File: src/rtl/boot_reconfig_seq.sv
// Boot reconfiguration sequencer: waits for the bootloader SPI to go quiet, optionally wakes
// the flash, then pulses PROGRAMN. Optional flash wake command enabled by BOOT_SEQ_FLASH_WAKE_EN.
module boot_reconfig_seq #(
   parameter int          CS_IDLE_CYCLES = 16,
   parameter int          HOLD_CYCLES    = 480,
   parameter int          PROG_CYCLES    = 96,
   parameter logic [7:0]  WAKE_CMD       = 8'hAB
) (
   input  logic clk_48mhz,
   input  logic reset,
   input  logic boot_req,
   input  logic bl_spi_sck,
   input  logic bl_spi_cs,
   input  logic bl_spi_mosi,
   output logic spi_sck,
   output logic spi_cs,
   output logic spi_mosi,
   output logic programn,
   output logic busy
);

   localparam int MAX_A = (CS_IDLE_CYCLES > HOLD_CYCLES) ? CS_IDLE_CYCLES : HOLD_CYCLES;
   localparam int MAX_B = (MAX_A > PROG_CYCLES) ? MAX_A : PROG_CYCLES;
   localparam int MAX_C = (MAX_B > 32) ? MAX_B : 32;
   localparam int CNT_W = $clog2(MAX_C);

   localparam logic [CNT_W-1:0] CS_LAST   = CNT_W'(CS_IDLE_CYCLES - 1);
   localparam logic [CNT_W-1:0] HOLD_LAST = CNT_W'(HOLD_CYCLES - 1);
   localparam logic [CNT_W-1:0] PROG_LAST = CNT_W'(PROG_CYCLES - 1);

   typedef enum logic [2:0] {
      S_IDLE, S_WAIT_CS, S_SEND, S_HOLD, S_PROG, S_DONE
   } state_t;

   state_t           state_q;
   logic [CNT_W-1:0] cnt_q;
   logic             boot_q;
   logic             programn_q;
   logic             busy_q;
   logic             request;

   assign request = boot_req & ~boot_q;

`ifdef BOOT_SEQ_FLASH_WAKE_EN
   localparam logic [CNT_W-1:0] SEND_LAST = CNT_W'(31);

   logic             own_q;
   logic             sck_q;
   logic             cs_q;
   logic             mosi_q;
   logic [CNT_W-1:0] cnt_d;

   assign cnt_d = cnt_q + CNT_W'(1);
`else
   logic unused_wake;
   assign unused_wake = ^WAKE_CMD;
`endif

   always_ff @(posedge clk_48mhz or posedge reset) begin
      if (reset) begin
         state_q    <= S_IDLE;
         cnt_q      <= '0;
         boot_q     <= 1'b1;
         programn_q <= 1'b1;
         busy_q     <= 1'b0;
`ifdef BOOT_SEQ_FLASH_WAKE_EN
         own_q      <= 1'b0;
         sck_q      <= 1'b0;
         cs_q       <= 1'b1;
         mosi_q     <= 1'b0;
`endif
      end else begin
         boot_q <= boot_req;
         case (state_q)
            S_IDLE: begin
               if (request) begin
                  state_q <= S_WAIT_CS;
                  cnt_q   <= '0;
                  busy_q  <= 1'b1;
               end
            end
            S_WAIT_CS: begin
               if (!bl_spi_cs) begin
                  cnt_q <= '0;
               end else if (cnt_q == CS_LAST) begin
                  cnt_q <= '0;
`ifdef BOOT_SEQ_FLASH_WAKE_EN
                  // Preload the first bit so SEND outputs are valid from its first cycle.
                  state_q <= S_SEND;
                  own_q   <= 1'b1;
                  sck_q   <= 1'b0;
                  cs_q    <= 1'b0;
                  mosi_q  <= WAKE_CMD[7];
`else
                  state_q <= S_HOLD;
`endif
               end else begin
                  cnt_q <= cnt_q + CNT_W'(1);
               end
            end
`ifdef BOOT_SEQ_FLASH_WAKE_EN
            S_SEND: begin
               if (cnt_q == SEND_LAST) begin
                  state_q <= S_HOLD;
                  cnt_q   <= '0;
                  own_q   <= 1'b0;
                  cs_q    <= 1'b1;
                  sck_q   <= 1'b0;
               end else begin
                  // Four cycles per bit: sck low for two, high for two.
                  cnt_q  <= cnt_d;
                  sck_q  <= cnt_d[1];
                  mosi_q <= WAKE_CMD[3'd7 - cnt_d[4:2]];
               end
            end
`endif
            S_HOLD: begin
               if (cnt_q == HOLD_LAST) begin
                  state_q    <= S_PROG;
                  cnt_q      <= '0;
                  programn_q <= 1'b0;
               end else begin
                  cnt_q <= cnt_q + CNT_W'(1);
               end
            end
            S_PROG: begin
               if (cnt_q == PROG_LAST) begin
                  state_q    <= S_DONE;
                  cnt_q      <= '0;
                  programn_q <= 1'b1;
               end else begin
                  cnt_q <= cnt_q + CNT_W'(1);
               end
            end
            S_DONE: ;
            default: state_q <= S_IDLE;
         endcase
      end
   end

`ifdef BOOT_SEQ_FLASH_WAKE_EN
   assign spi_sck  = own_q ? sck_q  : bl_spi_sck;
   assign spi_cs   = own_q ? cs_q   : bl_spi_cs;
   assign spi_mosi = own_q ? mosi_q : bl_spi_mosi;
`else
   assign spi_sck  = bl_spi_sck;
   assign spi_cs   = bl_spi_cs;
   assign spi_mosi = bl_spi_mosi;
`endif
   assign programn = programn_q;
   assign busy     = busy_q;

endmodule

File: config.mk
export PLATFORM = sky130hd
export DESIGN_NAME = boot_reconfig_seq
export DESIGN_NICKNAME = d
export VERILOG_FILES = /design/src/rtl/boot_reconfig_seq.sv
export SDC_FILE = /design/constraint.sdc
export NUM_CORES = 1
export LEC_CHECK = 0
export BUFFER_PORTS_ARGS = -buffer_cell sky130_fd_sc_hd__buf_2
export CAP_MARGIN = 0
export CORE_MARGIN = 8
export CORE_UTILIZATION = 56
export CTS_CLUSTER_DIAMETER = 50
export DETAILED_ROUTE_END_ITERATION = 16
export GPL_TIMING_DRIVEN = 0
export PLACE_DENSITY = 0.87
export SETUP_SLACK_MARGIN = 0.3
export SYNTH_ARGS = -nofsm -noshare
export SYNTH_HDL_FRONTEND = slang
export SYNTH_SLANG_ARGS = --single-unit
File: constraint.sdc
create_clock -name clk_48mhz -period 2.5 [get_ports clk_48mhz]
set_clock_uncertainty 0.05 [all_clocks]
set_input_delay 0.625 -clock clk_48mhz [delete_from_list [all_inputs] [get_ports clk_48mhz]]
set_output_delay 0.625 -clock clk_48mhz [all_outputs]
set_load 0.01 [all_outputs]
==> results.json, run 1 <==
{
  "post-route-drc-count": 0,
  "drt-total-wl_um": 1930,
  "totalNegativeSetupSlack_ns": 0,
  "setup_viol": 0,
  "path_cells": "ha_1 > and3_2 > a32oi_1 > nor3_1 > o21ai_0",
  "syn_nets": 107,
  "leakagePower_nw": 0.478,
  "reg2reg_slack_ns": 0.46,
  "drv_cap": 0,
  "synth_area_sq_um": 945,
  "power.density_mw_per_mm2": 721,
  "cts_resized": 0,
  "antenna_found_initial": 0,
  "fillers": 147,
  "tritoncts": "built",
  "num_rows": 15,
  "die_h_um": 57.1,
  "h-tree-depth": 1,
  "r2r_cells": 5,
  "numCtsBuffers": 3,
  "cpPeakStageDelay_ns": 0.55,
  "fin_crit_ns": 2.04,
  "synth_top_cell_area_share_pct": 34.4,
  "critPathLaunchType": "flip-flop",
  "cts_hold_buf": 0,
  "viasPerCell": 5.94,
  "crit_slowest_cell": "nor3_1",
  "finalCritPeriodShare_pct": 81.6,
  "grt_pass1_wl_um": 3340,
  "fin_nets": 120,
  "final_cell_area_sq_mm": 0.00103,
  "diodes": 0,
  "slew_violations": 0,
  "outcome": "finished clean",
  "synth_compound_area_share_pct": 16.0,
  "fp.dieArea_sq_mm": 0.00326,
  "critPathKind": "reg -> reg",
  "hpwl_um": 1450,
  "ys_ff_latch": 15,
  "drive_gt1_share_pct": 26.8,
  "wl_per_cell_um": 14.9,
  "cts_setup_buffers": 0,
  "r2r_end": "cnt_q[8]",
  "initial_core_util_pct": 57.2,
  "die_w_um": 57.1,
  "clockBufferDepth": 2,
  "worstSkewPairLatency_ns": 0.29,
  "antenna_left": 0,
  "yosys.area_share.xor_xnor_pct": 0.927,
  "num_vias": 766,
  "grt_max_degree": 16,
  "seq_area_frac_synth_pct": 40.0,
  "critPathCaptureType": "flip-flop",
  "grt_use_total_pct": 12.6,
  "cp_num_buf_inv": 0,
  "rsz0062_at_grt": "no",
  "hp-class": "in -> async",
  "ys_top_cells_by_area": "dfrtp_1 34%, dfstp_2 5.6%, nand2_1 4.4%, nor3_1 3.7%, o21ai_0 3.2%",
  "clock-sinks": 15,
  "worstSetupEndpoint": "cnt_q[8]",
  "reg2reg_from": "cnt_q[0]",
  "yosys.area.top_type": "dfrtp_1",
  "first_iter_violations": 15,
  "synth.avg_cell_area_sq_um": 9.45,
  "ys_types": 43,
  "crit_family": "simple AND/OR/NAND/NOR gates",
  "hold_violations": 0,
  "startpoint": "cnt_q[0]",
  "dr.pass1.iters": 4,
  "synth_mux_area_share_pct": 4.90,
  "relSlewSlack_pct": 56.4,
  "place.gp.congestion": 0.855,
  "synth_top_family_by_area": "simple AND/OR/NAND/NOR gates",
  "grt_pass1_vias": 748,
  "placed_area_sq_mm": 0.00101,
  "cts-root-buf": "clkbuf_4",
  "crit_fanout": 6,
  "areaGrowthSynthToFinish_pct": 9.40,
  "final_util_pct": 62.6,
  "synthCells": 100,
  "synthAdderAreaFrac_pct": 1.32,
  "ys_warn_count": 0,
  "synthSimpleGateAreaFrac_pct": 28.6,
  "worstMarginPinSlew_ns": 0.649,
  "fmax_ghz": 0.490,
  "path_depth": 5,
  "design.core.area_sq_mm": 0.00165,
  "grt_overflow_total": 0,
  "worstPathRequired_ns": 2.60,
  "cp.arrival_ns": 2.14,
  "peakVddDrop_mv": 0.743,
  "pin_count": 11,
  "path_clk_slew_ns": 0.09,
  "port_buffers": 8
}
[cell usage after synthesis]
cell type,n
a21o_1,1
clkbuf_8,1
and3_2,2
nor3_1,7
o41ai_1,1
nand4_1,2
a21oi_2,1
o32ai_1,1
nor2b_1,1
o22ai_1,1
a311o_1,1
mux2_4,1
xnor2_1,1
and2_1,2
and3_1,3
buf_4,3
a32o_1,1
a21o_2,1
nor2_1,3
o21a_1,1
or2b_1,1
mux2_2,1
nand3b_1,2
a21oi_1,4
and3b_2,1
nor4_2,1
dfstp_2,2
mux2i_1,2
nor4_1,1
and4_1,1
ha_1,1
o21ai_0,6
and3b_1,1
buf_6,2
and4b_2,1
nand2_1,11
inv_1,5
dfrtp_1,13
a32oi_1,2
nand3_1,4
or3b_1,1
and2b_2,1
a211oi_1,1
[cells by family (layout without fill, tap and decap cells)]
group	Yosys count	after routing
and+or+nand+nor	46	46
AOI/OAI and AO/OA	22	22
DFF	15	15
buffers and inverters	11	23
muxes	4	4
adders and majority gates	1	1
xor gates and xnor gates	1	1
[sequential cells by signal, summed over array words and instances (netlist names)]
name	count
programn	1
state_q	3
boot_q	1
busy	1
cnt_q	9
[layer usage]
layer / share of wire (%) / global-route usage (%)
met1: 40 / 14.0
met2: 54 / 21.4
met3: 4.6 / 5.32
met4: 1.0 / 3.69
met5: 0 / 0
[where the power goes]
group | switching [W] | internal [W]
clock | 0.0000787 | 0.0000596
combinational | 0.000168 | 0.000124
sequential | 0.0000357 | 0.000279
total | 0.000282 | 0.000463
[cell type report]
cell class / instances / area, sq um / area share [%]
inverter: 5 / 18.8 / 1.82
sequential: 15 / 378 / 36.6
clock inverter: 1 / 5.00 / 0.484
tap: 17 / 21.3 / 2.06
clock buffer: 3 / 22.5 / 2.18
buffer: 6 / 58.8 / 5.69
timing repair buffer: 8 / 40.0 / 3.87
multi-input combinational: 74 / 489 / 47.3
[how the worst min path moves through the flow]
stage	start	end	slack, ns	cells past startpoint
2_1_floorplan	busy	busy	0.45	2
3_3_place_gp	busy	busy	0.40	2
3_5_place_dp	busy	busy	0.43	2
4_1_cts	reset	cnt_q[3]	0.34	2
5_1_grt	boot_req	boot_q	0.36	1
6_report	reset	cnt_q[3]	0.31	2
[per-stage QoR]
stage | hold WS, ns | worst slack [ns] | power [W] | std cells
3_5_place_dp | 0.429 | 0.432 | 0.000614 | 125
3_3_place_gp | 0.396 | 0.447 | 0.000596 | 125
2_1_floorplan | 0.447 | 0.579 | 0.000543 | 100
6_report | 0.312 | 0.460 | 0.000746 | 129
4_1_cts | 0.340 | 0.448 | 0.000754 | 129
5_1_grt | 0.365 | 0.331 | 0.000800 | 129
[cell usage in the layout (no fill, tap or decap), types with 2 or more instances in the layout]
cell,synthesis,final
and3_1,3,3
inv_1,5,5
dfstp_2,2,2
nand2_1,11,11
buf_2,0,8
a21oi_1,4,4
nand3_1,4,4
and3_2,2,2
clkbuf_4,0,3
nand3b_1,2,2
nor2_1,3,3
nand4_1,2,2
dfrtp_1,13,13
buf_4,3,3
a32oi_1,2,2
buf_6,2,2
mux2i_1,2,2
nor3_1,7,7
o21ai_0,6,6
and2_1,2,2
Note: power is estimated with default switching activity, not from simulation.
==> run 2, diff against run 1 <==
--- a/config.mk
+++ b/config.mk
@@ -8,11 +8,11 @@
 export BUFFER_PORTS_ARGS = -buffer_cell sky130_fd_sc_hd__buf_2
 export CAP_MARGIN = 0
 export CORE_MARGIN = 8
-export CORE_UTILIZATION = 56
+export CORE_UTILIZATION = 50
 export CTS_CLUSTER_DIAMETER = 50
 export DETAILED_ROUTE_END_ITERATION = 16
 export GPL_TIMING_DRIVEN = 0
-export PLACE_DENSITY = 0.87
+export PLACE_DENSITY = 0.83
 export SETUP_SLACK_MARGIN = 0.3
 export SYNTH_ARGS = -nofsm -noshare
 export SYNTH_HDL_FRONTEND = slang
==> constraint.sdc (replaced) <==
create_clock -name clk_48mhz -period 1.84 [get_ports clk_48mhz]
set_clock_uncertainty 0.05 [all_clocks]
set_input_delay 0.46 -clock clk_48mhz [delete_from_list [all_inputs] [get_ports clk_48mhz]]
set_output_delay 0.46 -clock clk_48mhz [all_outputs]
set_load 0.01 [all_outputs]
==> run 2 against run 1 <==
Cell area is 23% higher. Sequential share of layout area shrank 6.2 points. Register-to-register slack lost 0.42 ns. Worst hold slack got worse by 0.16 ns. Critical endpoint is now state_q[0]. Largest cell class unchanged. Largest power group is now combinational logic. Highest routed layer unchanged.
==> results.json, run 2 (synthesis results as in run 1) <==
{
  "outcome": "finished clean",
  "path_cells": "ha_4 > and4b_2 > nand4_1 > a311o_1 > mux2_4",
  "dp.cells": 133,
  "tritoncts": "built",
  "grt_use_total_pct": 14.0,
  "startpoint": "cnt_q[1]",
  "r2r_cells": 5,
  "hp-class": "in -> async",
  "port_buffers": 8,
  "drv_cap": 0,
  "drive_gt1_share_pct": 45.2,
  "rsz0062_at_grt": "yes",
  "fmax_ghz": 0.555,
  "reg2reg_slack_ns": 0.04,
  "first_iter_violations": 40,
  "fillers": 127,
  "antenna_found_initial": 0,
  "worstSkewPairLatency_ns": 0.29,
  "viasPerCell": 6.09,
  "final_cell_mix": "16 x buf_4, 11 x nand2_1, 8 x dfrtp_1, 8 x buf_2, 6 x o21ai_0",
  "h-tree-depth": 1,
  "leakagePower_nw": 0.561,
  "diodes": 0,
  "reg2reg_from": "cnt_q[1]",
  "setup_viol": 0,
  "die_w_um": 59.5,
  "fin_nets": 134,
  "critPathKind": "reg -> reg",
  "totalNegativeSetupSlack_ns": 0,
  "area.sequential_sq_um": 384,
  "dr.pass1.iters": 4,
  "grt_overflow_total": 0,
  "die_h_um": 59.5,
  "crit_slowest_cell": "dfrtp_1",
  "drt-total-wl_um": 2630,
  "final_common_cell": "buf_4",
  "clockBufferDepth": 2,
  "num_vias": 919,
  "final_util_pct": 72.5,
  "fin_crit_ns": 1.80,
  "numCtsBuffers": 3,
  "fp.dieArea_sq_mm": 0.00354,
  "hpwl_um": 1380,
  "finalCritPeriodShare_pct": 97.9,
  "place.gp.congestion": 0.818,
  "finalNonFillerCells": 151,
  "critPathCaptureType": "flip-flop",
  "cpPeakStageDelay_ns": 0.40,
  "cts-root-buf": "clkbuf_4",
  "whs_ns": 0.157,
  "design.core.area_sq_mm": 0.00175,
  "peakVddDrop_mv": 0.683,
  "critPathLaunchType": "flip-flop",
  "crit_fanout": 4,
  "num_rows": 15,
  "initial_core_util_pct": 54.1,
  "worstPathRequired_ns": 1.97,
  "hold_violations": 0,
  "relSlewSlack_pct": 62.9,
  "path_depth": 5,
  "cp.arrival_ns": 1.93,
  "wl_per_cell_um": 17.4,
  "top_regs": "cnt_q (9), state_q (3)",
  "grt_max_degree": 16,
  "areaGrowthSynthToFinish_pct": 34.0,
  "post-route-drc-count": 0,
  "placed_area_sq_mm": 0.00103,
  "r2r_end": "state_q[0]",
  "cts_hold_buf": 0,
  "crit_family": "simple AND/OR/NAND/NOR gates",
  "top_register": "cnt_q",
  "pin_count": 11,
  "multi_input_area_sq_um": 598,
  "power.density_mw_per_mm2": 996,
  "clock-sinks": 15,
  "grt_pass1_vias": 813,
  "final_cell_area_sq_mm": 0.00127,
  "path_clk_slew_ns": 0.09,
  "slew_violations": 0,
  "grt_pass1_wl_um": 3660,
  "cp_num_buf_inv": 0,
  "worstMarginPinSlew_ns": 0.556,
  "largest_reg_flops": 9,
  "antenna_left": 0
}
-- run 2: worst max-delay path by stage --
| stage | endpoint | slack [ns] |
|---|---|---|
| floorplan | state_q[0] | 0.13 |
| global placement | cnt_q[4] | -0.06 |
| detailed placement | cnt_q[4] | -0.06 |
| CTS | state_q[0] | 0.06 |
| global route | state_q[0] | 0.02 |
| finish | state_q[0] | 0.04 |
-- run 2: repair_timing --
action	4_1_cts	5_1_grt
buffers inserted	6	8
pin swaps	2	8
endpoints found under the setup margin	10	13
resized for setup	13	8
-- run 2: power breakdown --
part	switching [W]	internal (W)	leakage, nW	total (W)
combinational	0.000342	0.000307	0.366	0.000649
clock	0.000103	0.0000843	0.0150	0.000187
sequential	0.0000466	0.000379	0.181	0.000426
total	0.000491	0.000770	0.561	0.00126
-- run 2: per-layer routing --
metal / global-route usage, % / wire [um] / part of all wire (%)
met3: 6.94 / 229 / 8.7
met4: 7.17 / 116 / 4.4
met5: 0 / 0 / 0
met2: 22.3 / 1320 / 50
met1: 14.8 / 971 / 37
-- run 2: through the flow --
| step | total power (W) | setup WS (ns) |
|---|---|---|
| 2_1_floorplan | 0.000745 | 0.130 |
| 3_3_place_gp | 0.000817 | -0.0558 |
| 3_5_place_dp | 0.000829 | -0.0594 |
| 4_1_cts | 0.00110 | 0.0551 |
| 5_1_grt | 0.00134 | 0.0206 |
| 6_report | 0.00126 | 0.0381 |
-- run 2: worst register-to-register path: cells and delay by family, from the launching register on --
family                   cells  cell delay (ns)
AO/OA/AOI/OAI                1             0.34
adder cells (fa/ha/maj)      1             0.17
flip-flops                   1             0.40
multiplexers                 1             0.31
AND/OR/NAND/NOR              2             0.43
-- run 2: area by class of cell --
type                            instances  area share [%]
Buffer                                  6            4.64
Clock buffer                            4            2.08
Inverter                                5            1.48
Multi-Input combinational cell         74            47.2
Sequential cell                        15            30.3
Tap cell                               25            2.47
Timing Repair Buffer                   22            11.8
